[config.mk]
export PLATFORM = sky130hd
export DESIGN_NAME = id_stage_pipe_flat
export DESIGN_NICKNAME = d
export VERILOG_FILES = /design/src/rtl/id_stage_pipe_if.sv /design/src/rtl/id_stage_pipe.sv /design/src/flat_wrapper.sv
export SDC_FILE = /design/constraint.sdc
export NUM_CORES = 1
export LEC_CHECK = 0
export ABC_AREA = 0
export CAP_MARGIN = 25
export CORE_MARGIN = 1.5
export CORE_UTILIZATION = 55
export CTS_CLUSTER_SIZE = 24
export DETAILED_ROUTE_END_ITERATION = 12
export PLACE_DENSITY_LB_ADDON = 0.3
export SYNTH_ARGS = -nofsm -noshare
export SYNTH_HDL_FRONTEND = slang
export SYNTH_SLANG_ARGS = --single-unit
[constraint.sdc]
create_clock -name clk -period 6.1 [get_ports clk]
set_input_delay 1.22 -clock clk [delete_from_list [all_inputs] [get_ports clk]]
set_output_delay 1.22 -clock clk [all_outputs]
set_load 0.05 [all_outputs]
[src/rtl/id_stage_pipe_if.sv]
// rtl/id_stage_pipe_if.sv - fetch-side and EX-side handshake bundle of the queued ID stage
// ex_illegal exists only when ID_ILLEGAL_DET_EN is defined.
interface id_stage_pipe_if #(
    parameter int PC_WIDTH = 10
);
    logic                if_valid;
    logic                if_ready;
    logic [PC_WIDTH-1:0] if_pc;
    logic [31:0]         if_inst;

    logic                ex_valid;
    logic                ex_ready;
    logic [PC_WIDTH-1:0] ex_pc;
    logic [6:0]          ex_opcode;
    logic [2:0]          ex_funct3;
    logic [6:0]          ex_funct7;
    logic [31:0]         ex_imm;
    logic [31:0]         ex_rs1_data;
    logic [31:0]         ex_rs2_data;
    logic [4:0]          ex_rs1_addr;
    logic [4:0]          ex_rs2_addr;
    logic                ex_rd_we;
    logic [4:0]          ex_rd_addr;
`ifdef ID_ILLEGAL_DET_EN
    logic                ex_illegal;
`endif

    modport master (
        input  if_valid, if_pc, if_inst, ex_ready,
        output if_ready, ex_valid, ex_pc, ex_opcode, ex_funct3, ex_funct7, ex_imm,
               ex_rs1_data, ex_rs2_data, ex_rs1_addr, ex_rs2_addr, ex_rd_we, ex_rd_addr
`ifdef ID_ILLEGAL_DET_EN
        , output ex_illegal
`endif
    );

    modport slave (
        output if_valid, if_pc, if_inst, ex_ready,
        input  if_ready, ex_valid, ex_pc, ex_opcode, ex_funct3, ex_funct7, ex_imm,
               ex_rs1_data, ex_rs2_data, ex_rs1_addr, ex_rs2_addr, ex_rd_we, ex_rd_addr
`ifdef ID_ILLEGAL_DET_EN
        , input ex_illegal
`endif
    );
endinterface

[src/rtl/id_stage_pipe.sv]
// rtl/id_stage_pipe.sv - queued RV32I decode stage with load-use stall and valid/ready ID/EX register
// Define ID_ILLEGAL_DET_EN to add ex_illegal and squash enables of illegal instructions.
module id_stage_pipe #(
    parameter int PC_WIDTH = 10,
    parameter int IQ_DEPTH = 4,
    parameter int CNT_W    = $clog2(IQ_DEPTH + 1)
) (
    input  logic                 clk,
    input  logic                 rst,
    id_stage_pipe_if.master      bus,
    input  logic                 flush,
    output logic                 rs1_re,
    output logic [4:0]           rs1_addr,
    input  logic [31:0]          rs1_data_i,
    output logic                 rs2_re,
    output logic [4:0]           rs2_addr,
    input  logic [31:0]          rs2_data_i,
    output logic [CNT_W-1:0]     iq_count
);
    localparam int PTR_W = $clog2(IQ_DEPTH);

    localparam logic [6:0] OPC_LUI    = 7'b0110111;
    localparam logic [6:0] OPC_AUIPC  = 7'b0010111;
    localparam logic [6:0] OPC_JAL    = 7'b1101111;
    localparam logic [6:0] OPC_JALR   = 7'b1100111;
    localparam logic [6:0] OPC_BRANCH = 7'b1100011;
    localparam logic [6:0] OPC_LOAD   = 7'b0000011;
    localparam logic [6:0] OPC_STORE  = 7'b0100011;
    localparam logic [6:0] OPC_OPIMM  = 7'b0010011;
    localparam logic [6:0] OPC_OP     = 7'b0110011;
    localparam logic [6:0] OPC_FENCE  = 7'b0001111;
    localparam logic [6:0] OPC_SYSTEM = 7'b1110011;

    logic [PC_WIDTH-1:0] iq_pc_q   [IQ_DEPTH];
    logic [31:0]         iq_inst_q [IQ_DEPTH];
    logic [PTR_W-1:0]    wr_ptr_q, wr_ptr_d;
    logic [PTR_W-1:0]    rd_ptr_q, rd_ptr_d;
    logic [CNT_W-1:0]    count_q, count_d;

    logic                full, head_valid, push, pop, advance, hazard;
    logic [31:0]         head_inst;
    logic [PC_WIDTH-1:0] head_pc;
    logic                dec_rs1_re, dec_rs2_re, dec_rd_we, dec_illegal;
    logic [31:0]         dec_imm;
    logic                rd_we;
    logic [4:0]          rd_addr;

    logic                ex_valid_q;
    logic [PC_WIDTH-1:0] ex_pc_q;
    logic [6:0]          ex_opcode_q, ex_funct7_q;
    logic [2:0]          ex_funct3_q;
    logic [31:0]         ex_imm_q, ex_rs1_data_q, ex_rs2_data_q;
    logic [4:0]          ex_rs1_addr_q, ex_rs2_addr_q, ex_rd_addr_q;
    logic                ex_rd_we_q;

    assign full       = (count_q == CNT_W'(IQ_DEPTH));
    assign head_valid = (count_q != '0);
    assign head_inst  = iq_inst_q[rd_ptr_q];
    assign head_pc    = iq_pc_q[rd_ptr_q];

    // if_ready deliberately ignores a same-cycle pop to keep it off the hazard path
    assign push    = bus.if_valid && !full && !flush;
    assign advance = !ex_valid_q || bus.ex_ready;
    assign pop     = head_valid && advance && !hazard && !flush;

    always_comb begin
        dec_rs1_re = 1'b0;
        dec_rs2_re = 1'b0;
        dec_rd_we  = 1'b0;
        dec_imm    = '0;
        case (head_inst[6:0])
            OPC_LUI, OPC_AUIPC: begin
                dec_imm   = {head_inst[31:12], 12'b0};
                dec_rd_we = 1'b1;
            end
            OPC_JAL: begin
                dec_imm   = {{11{head_inst[31]}}, head_inst[31], head_inst[19:12],
                             head_inst[20], head_inst[30:21], 1'b0};
                dec_rd_we = 1'b1;
            end
            OPC_JALR, OPC_LOAD: begin
                dec_imm    = {{20{head_inst[31]}}, head_inst[31:20]};
                dec_rs1_re = 1'b1;
                dec_rd_we  = 1'b1;
            end
            OPC_BRANCH: begin
                dec_imm    = {{19{head_inst[31]}}, head_inst[31], head_inst[7],
                              head_inst[30:25], head_inst[11:8], 1'b0};
                dec_rs1_re = 1'b1;
                dec_rs2_re = 1'b1;
            end
            OPC_STORE: begin
                dec_imm    = {{20{head_inst[31]}}, head_inst[31:25], head_inst[11:7]};
                dec_rs1_re = 1'b1;
                dec_rs2_re = 1'b1;
            end
            OPC_OPIMM: begin
                // shift-immediates carry shamt only; funct7 bits must not leak into imm
                if (head_inst[14:12] == 3'b001 || head_inst[14:12] == 3'b101)
                    dec_imm = {27'b0, head_inst[24:20]};
                else
                    dec_imm = {{20{head_inst[31]}}, head_inst[31:20]};
                dec_rs1_re = 1'b1;
                dec_rd_we  = 1'b1;
            end
            OPC_OP: begin
                dec_rs1_re = 1'b1;
                dec_rs2_re = 1'b1;
                dec_rd_we  = 1'b1;
            end
            default: ;
        endcase
    end

`ifdef ID_ILLEGAL_DET_EN
    always_comb begin
        dec_illegal = 1'b0;
        case (head_inst[6:0])
            OPC_LUI, OPC_AUIPC, OPC_JAL, OPC_JALR, OPC_BRANCH, OPC_LOAD,
            OPC_STORE, OPC_OPIMM, OPC_OP, OPC_FENCE, OPC_SYSTEM: ;
            default: dec_illegal = 1'b1;
        endcase
        if (head_inst[1:0] != 2'b11)
            dec_illegal = 1'b1;
        if ((head_inst[6:0] == OPC_OP ||
             (head_inst[6:0] == OPC_OPIMM && head_inst[14:12] == 3'b101)) &&
            head_inst[31:25] != 7'b0000000 && head_inst[31:25] != 7'b0100000)
            dec_illegal = 1'b1;
    end
`else
    assign dec_illegal = 1'b0;
`endif

    assign rs1_re   = head_valid && dec_rs1_re && !dec_illegal;
    assign rs2_re   = head_valid && dec_rs2_re && !dec_illegal;
    assign rd_we    = head_valid && dec_rd_we && !dec_illegal;
    assign rs1_addr = rs1_re ? head_inst[19:15] : 5'd0;
    assign rs2_addr = rs2_re ? head_inst[24:20] : 5'd0;
    assign rd_addr  = rd_we ? head_inst[11:7] : 5'd0;

    assign hazard = ex_valid_q && (ex_opcode_q == OPC_LOAD) && ex_rd_we_q && (ex_rd_addr_q != 5'd0) &&
                    ((rs1_re && rs1_addr == ex_rd_addr_q) || (rs2_re && rs2_addr == ex_rd_addr_q));

    always_comb begin
        wr_ptr_d = wr_ptr_q;
        rd_ptr_d = rd_ptr_q;
        count_d  = count_q;
        if (flush) begin
            wr_ptr_d = '0;
            rd_ptr_d = '0;
            count_d  = '0;
        end else begin
            if (push)
                wr_ptr_d = wr_ptr_q + PTR_W'(1);
            if (pop)
                rd_ptr_d = rd_ptr_q + PTR_W'(1);
            count_d = count_q + CNT_W'(push) - CNT_W'(pop);
        end
    end

    always_ff @(posedge clk) begin
        if (push) begin
            iq_pc_q[wr_ptr_q]   <= bus.if_pc;
            iq_inst_q[wr_ptr_q] <= bus.if_inst;
        end
    end

    always_ff @(posedge clk) begin
        if (rst) begin
            wr_ptr_q      <= '0;
            rd_ptr_q      <= '0;
            count_q       <= '0;
            ex_valid_q    <= 1'b0;
            ex_pc_q       <= '0;
            ex_opcode_q   <= '0;
            ex_funct3_q   <= '0;
            ex_funct7_q   <= '0;
            ex_imm_q      <= '0;
            ex_rs1_data_q <= '0;
            ex_rs2_data_q <= '0;
            ex_rs1_addr_q <= '0;
            ex_rs2_addr_q <= '0;
            ex_rd_we_q    <= 1'b0;
            ex_rd_addr_q  <= '0;
        end else begin
            wr_ptr_q <= wr_ptr_d;
            rd_ptr_q <= rd_ptr_d;
            count_q  <= count_d;
            if (flush) begin
                ex_valid_q <= 1'b0;
            end else if (pop) begin
                ex_valid_q    <= 1'b1;
                ex_pc_q       <= head_pc;
                ex_opcode_q   <= head_inst[6:0];
                ex_funct3_q   <= head_inst[14:12];
                ex_funct7_q   <= head_inst[31:25];
                ex_imm_q      <= dec_imm;
                ex_rs1_data_q <= rs1_data_i;
                ex_rs2_data_q <= rs2_data_i;
                ex_rs1_addr_q <= rs1_addr;
                ex_rs2_addr_q <= rs2_addr;
                ex_rd_we_q    <= rd_we;
                ex_rd_addr_q  <= rd_addr;
            end else if (advance) begin
                ex_valid_q <= 1'b0;
            end
        end
    end

`ifdef ID_ILLEGAL_DET_EN
    logic ex_illegal_q;

    always_ff @(posedge clk) begin
        if (rst)
            ex_illegal_q <= 1'b0;
        else if (!flush && pop)
            ex_illegal_q <= dec_illegal;
    end

    assign bus.ex_illegal = ex_illegal_q;
`endif

    assign bus.if_ready    = !full;
    assign bus.ex_valid    = ex_valid_q;
    assign bus.ex_pc       = ex_pc_q;
    assign bus.ex_opcode   = ex_opcode_q;
    assign bus.ex_funct3   = ex_funct3_q;
    assign bus.ex_funct7   = ex_funct7_q;
    assign bus.ex_imm      = ex_imm_q;
    assign bus.ex_rs1_data = ex_rs1_data_q;
    assign bus.ex_rs2_data = ex_rs2_data_q;
    assign bus.ex_rs1_addr = ex_rs1_addr_q;
    assign bus.ex_rs2_addr = ex_rs2_addr_q;
    assign bus.ex_rd_we    = ex_rd_we_q;
    assign bus.ex_rd_addr  = ex_rd_addr_q;
    assign iq_count        = count_q;
endmodule

[src/flat_wrapper.sv]
// flat-port wrapper written by rule: the top's interface ports become plain ports
module id_stage_pipe_flat 
#(
    parameter int PC_WIDTH = 10,
    parameter int IQ_DEPTH = 4,
    parameter int CNT_W    = $clog2(IQ_DEPTH + 1)
)
  (clk, rst, flush, rs1_re, rs1_addr, rs1_data_i, rs2_re, rs2_addr, rs2_data_i, iq_count, bus_if_valid, bus_if_pc, bus_if_inst, bus_ex_ready, bus_if_ready, bus_ex_valid, bus_ex_pc, bus_ex_opcode, bus_ex_funct3, bus_ex_funct7, bus_ex_imm, bus_ex_rs1_data, bus_ex_rs2_data, bus_ex_rs1_addr, bus_ex_rs2_addr, bus_ex_rd_we, bus_ex_rd_addr);
  id_stage_pipe_if #(.PC_WIDTH(PC_WIDTH)) bus_i ();
  input  logic clk;
  input  logic rst;
  input  logic flush;
  output logic rs1_re;
  output logic [4:0] rs1_addr;
  input  logic [31:0] rs1_data_i;
  output logic rs2_re;
  output logic [4:0] rs2_addr;
  input  logic [31:0] rs2_data_i;
  output logic [CNT_W-1:0] iq_count;
  input wire logic [$bits(bus_i.if_valid)-1:0] bus_if_valid;
  input wire logic [$bits(bus_i.if_pc)-1:0] bus_if_pc;
  input wire logic [$bits(bus_i.if_inst)-1:0] bus_if_inst;
  input wire logic [$bits(bus_i.ex_ready)-1:0] bus_ex_ready;
  output wire logic [$bits(bus_i.if_ready)-1:0] bus_if_ready;
  output wire logic [$bits(bus_i.ex_valid)-1:0] bus_ex_valid;
  output wire logic [$bits(bus_i.ex_pc)-1:0] bus_ex_pc;
  output wire logic [$bits(bus_i.ex_opcode)-1:0] bus_ex_opcode;
  output wire logic [$bits(bus_i.ex_funct3)-1:0] bus_ex_funct3;
  output wire logic [$bits(bus_i.ex_funct7)-1:0] bus_ex_funct7;
  output wire logic [$bits(bus_i.ex_imm)-1:0] bus_ex_imm;
  output wire logic [$bits(bus_i.ex_rs1_data)-1:0] bus_ex_rs1_data;
  output wire logic [$bits(bus_i.ex_rs2_data)-1:0] bus_ex_rs2_data;
  output wire logic [$bits(bus_i.ex_rs1_addr)-1:0] bus_ex_rs1_addr;
  output wire logic [$bits(bus_i.ex_rs2_addr)-1:0] bus_ex_rs2_addr;
  output wire logic [$bits(bus_i.ex_rd_we)-1:0] bus_ex_rd_we;
  output wire logic [$bits(bus_i.ex_rd_addr)-1:0] bus_ex_rd_addr;
  assign bus_i.if_valid = bus_if_valid;
  assign bus_i.if_pc = bus_if_pc;
  assign bus_i.if_inst = bus_if_inst;
  assign bus_i.ex_ready = bus_ex_ready;
  assign bus_if_ready = bus_i.if_ready;
  assign bus_ex_valid = bus_i.ex_valid;
  assign bus_ex_pc = bus_i.ex_pc;
  assign bus_ex_opcode = bus_i.ex_opcode;
  assign bus_ex_funct3 = bus_i.ex_funct3;
  assign bus_ex_funct7 = bus_i.ex_funct7;
  assign bus_ex_imm = bus_i.ex_imm;
  assign bus_ex_rs1_data = bus_i.ex_rs1_data;
  assign bus_ex_rs2_data = bus_i.ex_rs2_data;
  assign bus_ex_rs1_addr = bus_i.ex_rs1_addr;
  assign bus_ex_rs2_addr = bus_i.ex_rs2_addr;
  assign bus_ex_rd_we = bus_i.ex_rd_we;
  assign bus_ex_rd_addr = bus_i.ex_rd_addr;
  id_stage_pipe #(.PC_WIDTH(PC_WIDTH), .IQ_DEPTH(IQ_DEPTH), .CNT_W(CNT_W)) u_core (.clk(clk), .rst(rst), .bus(bus_i), .flush(flush), .rs1_re(rs1_re), .rs1_addr(rs1_addr), .rs1_data_i(rs1_data_i), .rs2_re(rs2_re), .rs2_addr(rs2_addr), .rs2_data_i(rs2_data_i), .iq_count(iq_count));
endmodule
Word level (Yosys, flattened, before mapping)
Memories as Yosys holds them, arrays and structs flattened. A register that Yosys moved wholly into a read port is not among the register bits.
Cells that the tools add are included.
{"block": "classes", "n_addsub": 4, "eq_ne": 15, "muxes": 14, "bitwise_logic": 1, "n_reduce_logical": 31}
{"cell": "32-bit case mux with 6 select lines", "n": 1}
{"cell": "32-bit 2-to-1 mux", "n": 1}
{"cell": "7-bit by 6-bit equality test with 1-bit output, second input constant", "n": 3}
{"cell": "7-bit equality test, second input constant", "n": 3}
{"cell": "5-bit 2-to-1 mux", "n": 3}
{"cell": "7-bit by 2-bit equality test with 1-bit output, second input constant", "n": 2}
{"cell": "7-bit by 5-bit equality test with 1-bit output, second input constant", "n": 2}
{"cell": "1-bit logical AND", "n": 14}
{"cell": "5-bit equality test", "n": 2}
{"cell": "1-bit 2-to-1 mux", "n": 7}
{"cell": "7-bit OR reduction", "n": 1}
{"cell": "3-bit equality test, second input constant", "n": 2}
{"cell": "2-bit OR reduction", "n": 3}
{"cell": "6-bit OR reduction", "n": 1}
{"cell": "5-bit nonzero test", "n": 1}
{"cell": "2-bit by 1-bit adder with 2-bit output, second input constant", "n": 2}
{"cell": "1-bit logical NOT", "n": 4}
{"cell": "2-bit 2-to-1 mux", "n": 2}
{"cell": "3-bit by 1-bit adder with 3-bit output", "n": 1}
{"cell": "3-bit by 1-bit equality test with 1-bit output, second input constant", "n": 1}
{"cell": "1-bit logical OR", "n": 3}
{"cell": "3-bit nonzero test", "n": 1}
{"cell": "3-bit OR reduction", "n": 1}
{"cell": "3-bit by 1-bit subtractor with 3-bit output", "n": 1}
{"cell": "3 further kinds", "n": 3}
{"block": "word_totals", "regBits": 137, "ram_bits": 168, "in_bits": 111, "out_inout_bits": 156, "memories": 2}
{"memory": "u_core.iq_inst_q", "words": 4, "word_bits": 32, "rd": 1, "rd_ports_with_merged_regs": 1, "wr": 1, "line": "id_stage_pipe.sv:35", "source": "logic [31:0] iq_inst_q [IQ_DEPTH];"}
{"memory": "u_core.iq_pc_q", "words": 4, "word_bits": 10, "rd": 1, "rd_ports_with_merged_regs": 1, "wr": 1, "line": "id_stage_pipe.sv:34", "source": "logic [PC_WIDTH-1:0] iq_pc_q [IQ_DEPTH];"}

Depth between registers and ports, before layout
Gate-level depths: netlist of run 1.
{"block": "logic_depth", "ltp_word": 14, "depth_mapped": 16, "mapped_depth_nobuf": 12}

Least setup slack after synthesis of run 1
No wires, ideal clock.
{"block": "synth_timing", "path_kind": "register -> register", "start": "register with a tool-made name", "end": "register u_core.count_q[2], in the netlist u_core.iq_count[2]", "setup_ps": 121, "t_arrival_ps": 3601, "slack_ps": 2378, "stages_incl_launch_ff": 17, "synth_period_minus_slack_ps": 3722, "cell_sequence": "dfxtp_1 -> buf_6 -> buf_8 -> buf_2 -> mux4_2 -> xnor2_1 -> nand2_1 -> nor4_4 -> nor2_2 -> buf_6 -> ha_1 -> inv_1 -> ha_1 -> fa_1 -> xnor2_1 -> xnor2_1 -> nor2_1"}
{"item": "to (signal assigned)", "line": "id_stage_pipe.sv:188", "source": "count_q <= count_d;"}
{"item": "to (decl)", "line": "id_stage_pipe.sv:38", "source": "logic [CNT_W-1:0] count_q, count_d;"}

==> metrics.log, run 1 <==
[metrics] run status: finished, final reports clean
[metrics] switching power total: ~0.0013 W
[metrics] DRC violations left: 0
[metrics] clock latency at the later pin of the worst-skew pair: 570 ps
[metrics] end point of the critical path: rs2_addr[3]
[metrics] library cells used by synthesis: 57
[metrics] Maximum Capacitance Violations: 0
[metrics] number of enable-type register cells in the synthesized netlist: approximately 170
[metrics] # setup viols final: 0
[metrics] share of final-layout standard cells stronger than drive strength 1: 0.1001
[metrics] highest achievable clock rate: about 0.21 GHz
[metrics] port bufs: around 270
[metrics] buffer levels on the longest clock path: 3
[metrics] maximum clock skew at final layout: between 10 and 15 ps
[metrics] switch share: 0.2616
[metrics] global-route wire length before repair: about 53 mm
[metrics] Critical Path Start Type: flip-flop
[metrics] violation count after the first detailed-routing iteration: approximately 820
[metrics] total congestion overflow: 0
[metrics] RePlAce Congestion: roughly 0.8
[metrics] final hold vios: 0
[metrics] initial antenna violation count: 1
[metrics] Synthesized Nets: roughly 1,100
[metrics] die outline width: ~150 um
[metrics] worst-path maximum fanout: 14
[metrics] depth of the CTS H-tree: 1
[metrics] transition at the pin with the smallest max-transition slack: just over 1000 ps
[metrics] multi-input combinational cell area: 0.004026 mm^2
[metrics] Reg2Reg Setup Slack: approximately 2100 ps
[metrics] TritonCTS clock tree: yes
[metrics] number of warnings printed during yosys synthesis: 0
[metrics] final routed wire length divided by cell count: 22.59 um
[metrics] synth-to-layout area growth: 29.02%
[metrics] RSZ-0062 raised after global routing: false
[metrics] fin nets: 1,332
[metrics] proportion of power drawn by the clock network: 0.377
[metrics] starting density of the core: 0.5586
[metrics] Tot GR Track Use: 0.2875
[metrics] worst r2r path cells: 13
[metrics] Yosys reg bits: 317
[metrics] Max VDD drop: approximately 220 uV
[metrics] worst slew slack as a fraction of its limit: 0.3054
[metrics] remaining number of nets flagged by the antenna check after routing: 0
[metrics] fraction of the yosys area taken by sequential cells: 0.6386
[metrics] std cell rows: between 50 and 60
[metrics] number of filler cells placed in the layout: around 1,500
[metrics] via density per instance: roughly 6
[metrics] power density over cell area: between 300 and 400 mW/mm^2
[metrics] flip-flop cell with the highest count after synthesis: edfxtp_1
[metrics] half-perimeter wire length after placement: around 22 mm
[metrics] Req. time, crit path: just under 5000 ps
[metrics] Num CTS Buffers: 31
[metrics] number of ports placed on the die boundary: between 200 and 300
[metrics] time the worst path needs with I/O delays and setup: between 4000 and 5000 ps
[metrics] sequential share of power: 0.477
[metrics] part of the total power dissipated in combinational logic: 0.146
[metrics] cell internal power dissipation: 0.003675 W
[metrics] WP data arrival: 3590 ps
[metrics] total setup buffers inserted after CTS: 0
[metrics] root buf cell: clkbuf_16
[metrics] number of max-slew violations in the final report: 0
[metrics] number of detailed-routing iterations run before antenna repair: 5
[metrics] Via Count: ~9,400
[metrics] Static Leak: roughly 5.2 nW
[metrics] class of the most critical setup path: flip-flop to output pin
[metrics] Die Span Y: approximately 150 um
[metrics] maximum number of pins on one net before global-route repair: 109
[metrics] synthesized area per cell: approximately 13 um^2
[metrics] TritonCTS Sinks: ~320
[metrics] number of buffers added to fix hold violations after cts: 0
[metrics] kind of capture point of the worst setup path: output pin
[metrics] floorplan die area: between 0.02 and 0.025 mm^2
[metrics] via count of the first global-routing pass: ~9,100
[metrics] hold crit path type: flip-flop to flip-flop
[metrics] setup slack after placement: 1845 ps
[metrics] Placeable Area: 0.02250 mm^2
[metrics] Worst R2R End: u_core.iq_count[2]
[metrics] clock slew at the register clock pins of the worst setup and hold paths: about 60 ps
[metrics] Async S/R FF share, synth: 0
[metrics] Seq. cell area: about 0.0080 mm^2
[metrics] Resized Gates After CTS: 0
[metrics] Setup Total Neg Slack: 0 ps
[metrics] post-detailed-routing wire length: 34.46 mm
[metrics] Period Utilization, post-route: 0.7879
[metrics] setup slack after layout: around 1300 ps
[metrics] number of instances in the synthesized netlist: roughly 990
[metrics] summed instance area of the synthesized netlist: ~0.013 mm^2
==> metal layers <==
| layer | up-vias | global-route usage | wire length [um] |
|---|---|---|---|
| li1 | 4199 | - | - |
| met1 | 4641 | 0.3793 | 13310 |
| met2 | 476 | 0.4758 | 16840 |
| met3 | 92 | 0.05380 | 3034 |
| met4 | 0 | 0.1133 | 1271 |
| met5 | - | 0 | 0 |
==> worst max-delay path: stages, from the launching register on <==
cell             delay [ps]
dfxtp_2                 630
mux4_2                  690
nor2b_1                 240
nand4_4                 210
nor2b_1                 360
clkdlybuf4s50_1         870
==> cells by family after synthesis <==
| group | synth area share |
|---|---|
| simple gates | 0.08679 |
| compound gates | 0.1381 |
| flops | 0.6386 |
| mux | 0.07764 |
| buf+inv | 0.04230 |
| xor+xnor | 0.009057 |
| fa+ha+maj | 0.007564 |
==> cell usage after synthesis, types with 9 or more instances <==
cell / instances / share of area
dfxtp_1: 149 / 0.24
nand3_1: 105 / 0.042
buf_1: 9 / 0.0027
nor2_1: 13 / 0.0039
edfxtp_1: 168 / 0.40
buf_6: 18 / 0.016
o21ai_0: 102 / 0.041
inv_1: 10 / 0.0030
mux4_2: 37 / 0.066
a21oi_1: 151 / 0.060
xnor2_1: 13 / 0.0091
clkbuf_1: 50 / 0.015
nor2b_1: 12 / 0.0060
nand2_1: 11 / 0.0033
a211oi_1: 23 / 0.014
nand2b_1: 14 / 0.0070
o21ai_1: 10 / 0.0040
nand4_1: 9 / 0.0045
nor3_1: 9 / 0.0036
==> power by group through the flow <==
stage	logic, W	clock network (W)	registers [W]
after CTS	0.000728	0.00189	0.00237
after global routing	0.000770	0.00198	0.00238
after floorplan	0.000245	0	0.00261
after global placement	0.000714	0	0.00241
after detailed placement	0.000723	0	0.00242
final	0.000729	0.00187	0.00237
==> final cells by class <==
class | count | share of cell area
well taps | 285 | 0.02199
clock buffers | 40 | 0.05115
flip-flops and latches | 317 | 0.4950
inverters | 10 | 0.002314
clock inverters | 18 | 0.01018
repair buffers | 281 | 0.1709
diodes | 1 | 0.0001543
multi-input cells | 573 | 0.2482
==> worst min path at each step <==
| stage | from | endpoint | cells past startpoint |
|---|---|---|---|
| 6_report | u_core.bus.ex_imm[0] | u_core.bus.ex_imm[0] | 2 |
| 5_1_grt | u_core.bus.ex_funct3[0] | u_core.bus.ex_funct3[0] | 2 |
| 4_1_cts | u_core.bus.ex_rs2_data[26] | u_core.bus.ex_rs2_data[26] | 2 |
| 3_5_place_dp | u_core.bus.ex_imm[7] | u_core.bus.ex_imm[7] | 2 |
| 3_3_place_gp | u_core.bus.ex_imm[7] | u_core.bus.ex_imm[7] | 2 |
| 2_1_floorplan | u_core.wr_ptr_q[1] | u_core.wr_ptr_q[1] | 2 |
==> layout by cell type, fill, tap and decap left out, types with 2 or more instances in the layout <==
master / synthesis / routed
a2111oi_0: 3 / 3
a211oi_1: 23 / 23
a21oi_1: 151 / 151
a22oi_1: 4 / 4
a31o_2: 5 / 5
a31oi_1: 2 / 2
and2_1: 7 / 3
and2_2: 0 / 4
and3_1: 2 / 2
and3b_1: 2 / 2
buf_4: 2 / 16
bufinv_16: 0 / 3
clkbuf_1: 50 / 7
clkbuf_16: 0 / 31
clkbuf_8: 0 / 2
clkdlybuf4s50_1: 0 / 265
clkinv_1: 0 / 5
clkinv_2: 0 / 8
dfxtp_1: 149 / 148
edfxtp_1: 168 / 168
ha_1: 6 / 6
inv_1: 10 / 10
mux4_1: 5 / 5
mux4_2: 37 / 37
nand2_1: 11 / 11
nand2b_1: 14 / 14
nand3_1: 105 / 105
nand3b_1: 2 / 2
nand4_1: 9 / 9
nor2_1: 13 / 13
nor2b_1: 12 / 12
nor3_1: 9 / 8
o21a_1: 2 / 2
o21ai_0: 102 / 102
o21ai_1: 10 / 10
xnor2_1: 13 / 13
==> state kept, by name (all words and copies together) (netlist names), 2 cells and up, named ones only <==
| signal | cells |
|---|---|
| u_core.bus.ex_pc | 10 |
| u_core.iq_pc_q | 40 |
| u_core.bus.ex_imm | 32 |
| u_core.bus.ex_rs1_data | 32 |
| u_core.rd_ptr_q | 2 |
| u_core.iq_inst_q | 128 |
| u_core.bus.ex_funct3 | 3 |
| u_core.bus.ex_rs2_addr | 5 |
| u_core.bus.ex_opcode | 7 |
| u_core.wr_ptr_q | 2 |
| u_core.bus.ex_rs2_data | 32 |
| u_core.bus.ex_rs1_addr | 5 |
| u_core.bus.ex_rd_addr | 5 |
| u_core.bus.ex_funct7 | 7 |
| u_core.iq_count | 3 |
==> per-stage QoR <==
step	power (W)	std cells	hold slack, ps	utilization	instance area, um^2
floorplan	0.002858	988	469.2	-	12570
global placement	0.003128	1466	457.2	0.6765	15220
detailed placement	0.003140	1466	457.8	0.6765	15220
CTS	0.004987	1524	473.4	0.7207	16220
global route	0.005125	1525	490.8	0.7208	16220
finish	0.004976	1525	468.6	0.7208	16220
(Power assumes the default switching activity.)
==> run 2, diff against run 1 <==
CORE_UTILIZATION = 51   (was 55)
clock period = 5 ns   (was 6.1 ns; I/O delays follow)
==> run 2 against run 1 <==
  * Critical path depth did not move
  * Sequential power grew 22%
  * Total power up 28%
  * Final cell count increased by 2.8%
  * Highest routed layer unchanged
  * Utilization shrank 4.1 points
  * Count of clock-buffer cells in the layout up 10
  * Clock power is 38% higher
  * Global-route usage decreased by 2.2 points
  * Largest cell class unchanged
  * Via count down 1.1%
==> metrics.log, run 2 (synthesis results as in run 1) <==
[metrics] global-route wire length before repair: 52.38 mm (-0.43%)
[metrics] post-detailed-routing wire length: 34.62 mm (+0.49%)
[metrics] WP data arrival: 3420 ps (-170 ps)
[metrics] Placeable Area: 0.02425 mm^2 (+7.8%)
[metrics] final routed wire length divided by cell count: 22.08 um (-2.3%)
[metrics] transition at the pin with the smallest max-transition slack: 1008 ps (-27.96 ps)
[metrics] starting density of the core: 0.5184 (-0.04021)
[metrics] number of filler cells placed in the layout: 1,779 (+16%)
[metrics] maximum number of pins on one net before global-route repair: 109 (unchanged)
[metrics] std cell rows: 57 (+3.6%)
[metrics] fin nets: 1,336 (+0.30%)
[metrics] via density per instance: 5.933 (-3.8%)
[metrics] maximum clock skew at final layout: 17.39 ps (+3.974 ps)
[metrics] power density over cell area: 386.3 mW/mm^2 (+26%)
[metrics] clock slew at the register clock pins of the worst setup and hold paths: 60 ps (about the same)
[metrics] switch share: 0.2579 (-0.003707)
[metrics] synth-to-layout area growth: 31.11%
[metrics] most frequent cells in the layout: clkdlybuf4s50_1 (265), edfxtp_1 (168), a21oi_1 (151)
[metrics] Num CTS Buffers: 34 (+9.7%)
[metrics] Reg with most FFs: u_core.iq_inst_q
[metrics] clock latency at the later pin of the worst-skew pair: 520 ps (-50 ps)
[metrics] sequential share of power: 0.455 (-0.022)
[metrics] Req. time, crit path: 4000 ps (-880 ps)
[metrics] remaining number of nets flagged by the antenna check after routing: 0 (unchanged)
[metrics] number of inserted diodes: 0 (-1)
[metrics] most common cell after layout, fill and taps aside: clkdlybuf4s50_1
[metrics] class of the most critical setup path: flip-flop to output pin
[metrics] cells along the critical path: mux4_2 > nor2_1 > o211ai_4 > nor2b_1 > clkdlybuf4s50_1
[metrics] Static Leak: 5.278 nW (+2.2%)
[metrics] highest achievable clock rate: 0.2263 GHz
[metrics] # setup viols final: 0 (unchanged)
[metrics] RePlAce Congestion: 0.8830 (+7.9%)
[metrics] Tot GR Track Use: 0.2655 (-0.02202)
[metrics] Design Area, Final: 0.01648 mm^2 (+1.6%)
[metrics] cell internal power dissipation: 0.004726 W (+29%)
[metrics] number of detailed-routing iterations run before antenna repair: 5 (unchanged)
[metrics] root buf cell: clkbuf_16
[metrics] share of final-layout standard cells stronger than drive strength 1: 0.1069 (+0.006832)
[metrics] Die Span Y: 160 um (+3.8%)
[metrics] via count of the first global-routing pass: 9,050 (-0.73%)
[metrics] DRC violations left: 0 (unchanged)
[metrics] instance area at placement: 0.01531 mm^2 (+0.58%)
[metrics] violation count after the first detailed-routing iteration: 1,151 (+41%)
[metrics] Setup Total Neg Slack: 0 ps (unchanged)
[metrics] Worst Hold Path Cells: 2 (unchanged)
[metrics] number of ports placed on the die boundary: 267 (unchanged)
[metrics] initial antenna violation count: 0 (-1)
[metrics] Resized Gates After CTS: 0 (unchanged)
[metrics] worst r2r path cells: 8 (-5)
[metrics] max FFs per register: 128 (unchanged)
[metrics] final hold vios: 0 (unchanged)
[metrics] proportion of power drawn by the clock network: 0.405 (+0.028)
[metrics] Final Instance Count excl. Fillers: 1,568 (+2.8%)
[metrics] number of max-slew violations in the final report: 0 (unchanged)
[metrics] hold crit path type: flip-flop to flip-flop
[metrics] Max VDD drop: 359.7 uV (+61%)
[metrics] standard cell with the maximum stage delay on the critical path: clkdlybuf4s50_1
[metrics] worst slew slack as a fraction of its limit: 0.3282 (+0.02281)
[metrics] total congestion overflow: 0 (unchanged)
[metrics] die outline width: 160 um (+3.8%)
[metrics] Maximum Capacitance Violations: 0 (unchanged)
[metrics] end point of the critical path: rs1_addr[1]
[metrics] Critical Path Start Type: flip-flop
[metrics] number of buffers added to fix hold violations after cts: 0 (unchanged)
[metrics] Hold Worst Slack: 470.5 ps (+1.831 ps)
[metrics] part of the total power dissipated in combinational logic: 0.140 (-0.006)
[metrics] depth of the CTS H-tree: 2 (+1)
[metrics] TritonCTS Sinks: 317 (unchanged)
[metrics] Buf+Inv Stages, Crit Path: 1 (unchanged)
[metrics] switching power total: 0.001642 W (+26%)
[metrics] port bufs: 266 (unchanged)
[metrics] Reg2Reg Setup Slack: 1210 ps (-900 ps)
[metrics] RSZ-0062 raised after global routing: false
[metrics] kind of cell adding the most delay to the critical path: buffers and inverters
[metrics] floorplan die area: 0.02560 mm^2 (+7.7%)
[metrics] run status: finished, final reports clean
[metrics] half-perimeter wire length after placement: 22.18 mm (+2.7%)
[metrics] total setup buffers inserted after CTS: 0 (unchanged)
[metrics] largest registers ranked by flip-flop count: u_core.iq_inst_q x128, u_core.iq_pc_q x40
[metrics] Period Utilization, post-route: 0.8839
[metrics] worst-path maximum fanout: 10 (-4)
[metrics] Via Count: 9,303 (-1.1%)
[metrics] time the worst path needs with I/O delays and setup: ~4400 ps
[metrics] slowest cell delay on critical path: 890 ps (+20 ps)
[metrics] buffer levels on the longest clock path: 3 (unchanged)
[metrics] kind of capture point of the worst setup path: output pin
[metrics] TritonCTS clock tree: yes
[metrics] Cells after DPL: 1,506 (+2.7%)
[metrics] cell count along the critical path: 5 (unchanged)
[run 2: changes by cell type in the layout (fill, tap and decap cells not counted), moves of 2 or more]
cell / previous run / this run
clkbuf_16: 31 / 37
clkinv_1: 5 / 0
clkbuf_8: 2 / 6
buf_12: 0 / 3
buf_4: 16 / 14
clkinv_2: 8 / 6
[run 2: tightest hold or removal path, cell delays in order (launching register included)]
cell and delay [ps]:
dfxtp_1 310, nand2b_1 70, o21ai_1 50
[run 2: routing by layer]
| metal | global-route usage | up-vias | part of all wire |
|---|---|---|---|
| met1 | 0.3399 | 4564 | 0.39 |
| met3 | 0.05688 | 70 | 0.084 |
| met5 | 0 | - | 0 |
| li1 | - | 4205 | - |
| met2 | 0.4553 | 464 | 0.50 |
| met4 | 0.07816 | 0 | 0.025 |
[run 2: area by class of cell]
cell class | instances | area [um^2] | share of cell area
clock inverters | 12 | 136.4 | 0.008274
multi-input cells | 573 | 4021 | 0.2440
flip-flops and latches | 317 | 8029 | 0.4871
repair buffers | 282 | 2818 | 0.1710
well taps | 324 | 405.4 | 0.02460
clock buffers | 50 | 1035 | 0.06278
inverters | 10 | 37.54 | 0.002277
[run 2: worst min-delay path by stage]
stage | slack [ps] | end | from
global route | 490 | u_core.bus.ex_imm[6] | u_core.bus.ex_imm[6]
floorplan | 470 | u_core.wr_ptr_q[1] | u_core.wr_ptr_q[1]
global placement | 460 | u_core.bus.ex_imm[9] | u_core.bus.ex_imm[9]
finish | 470 | u_core.bus.ex_imm[9] | u_core.bus.ex_imm[9]
detailed placement | 460 | u_core.bus.ex_imm[7] | u_core.bus.ex_imm[7]
CTS | 470 | u_core.bus.ex_imm[9] | u_core.bus.ex_imm[9]
[run 2: metrics by stage]
stage,power (W),util,setup WS (ps)
after floorplan,0.003487,-,1278
after global placement,0.003823,0.6314,1080
after detailed placement,0.003836,0.6314,1111
after CTS,0.006402,0.6797,559.9
after global routing,0.006570,0.6797,437.3
final,0.006368,0.6797,580.4
[run 2: power groups by stage]
| stage | combinational [W] | sequential [W] | clock, W |
|---|---|---|---|
| 2_1_floorplan | 0.000299 | 0.00319 | 0 |
| 3_3_place_gp | 0.000875 | 0.00295 | 0 |
| 3_5_place_dp | 0.000885 | 0.00295 | 0 |
| 4_1_cts | 0.000890 | 0.00290 | 0.00262 |
| 5_1_grt | 0.000936 | 0.00291 | 0.00273 |
| 6_report | 0.000893 | 0.00290 | 0.00258 |
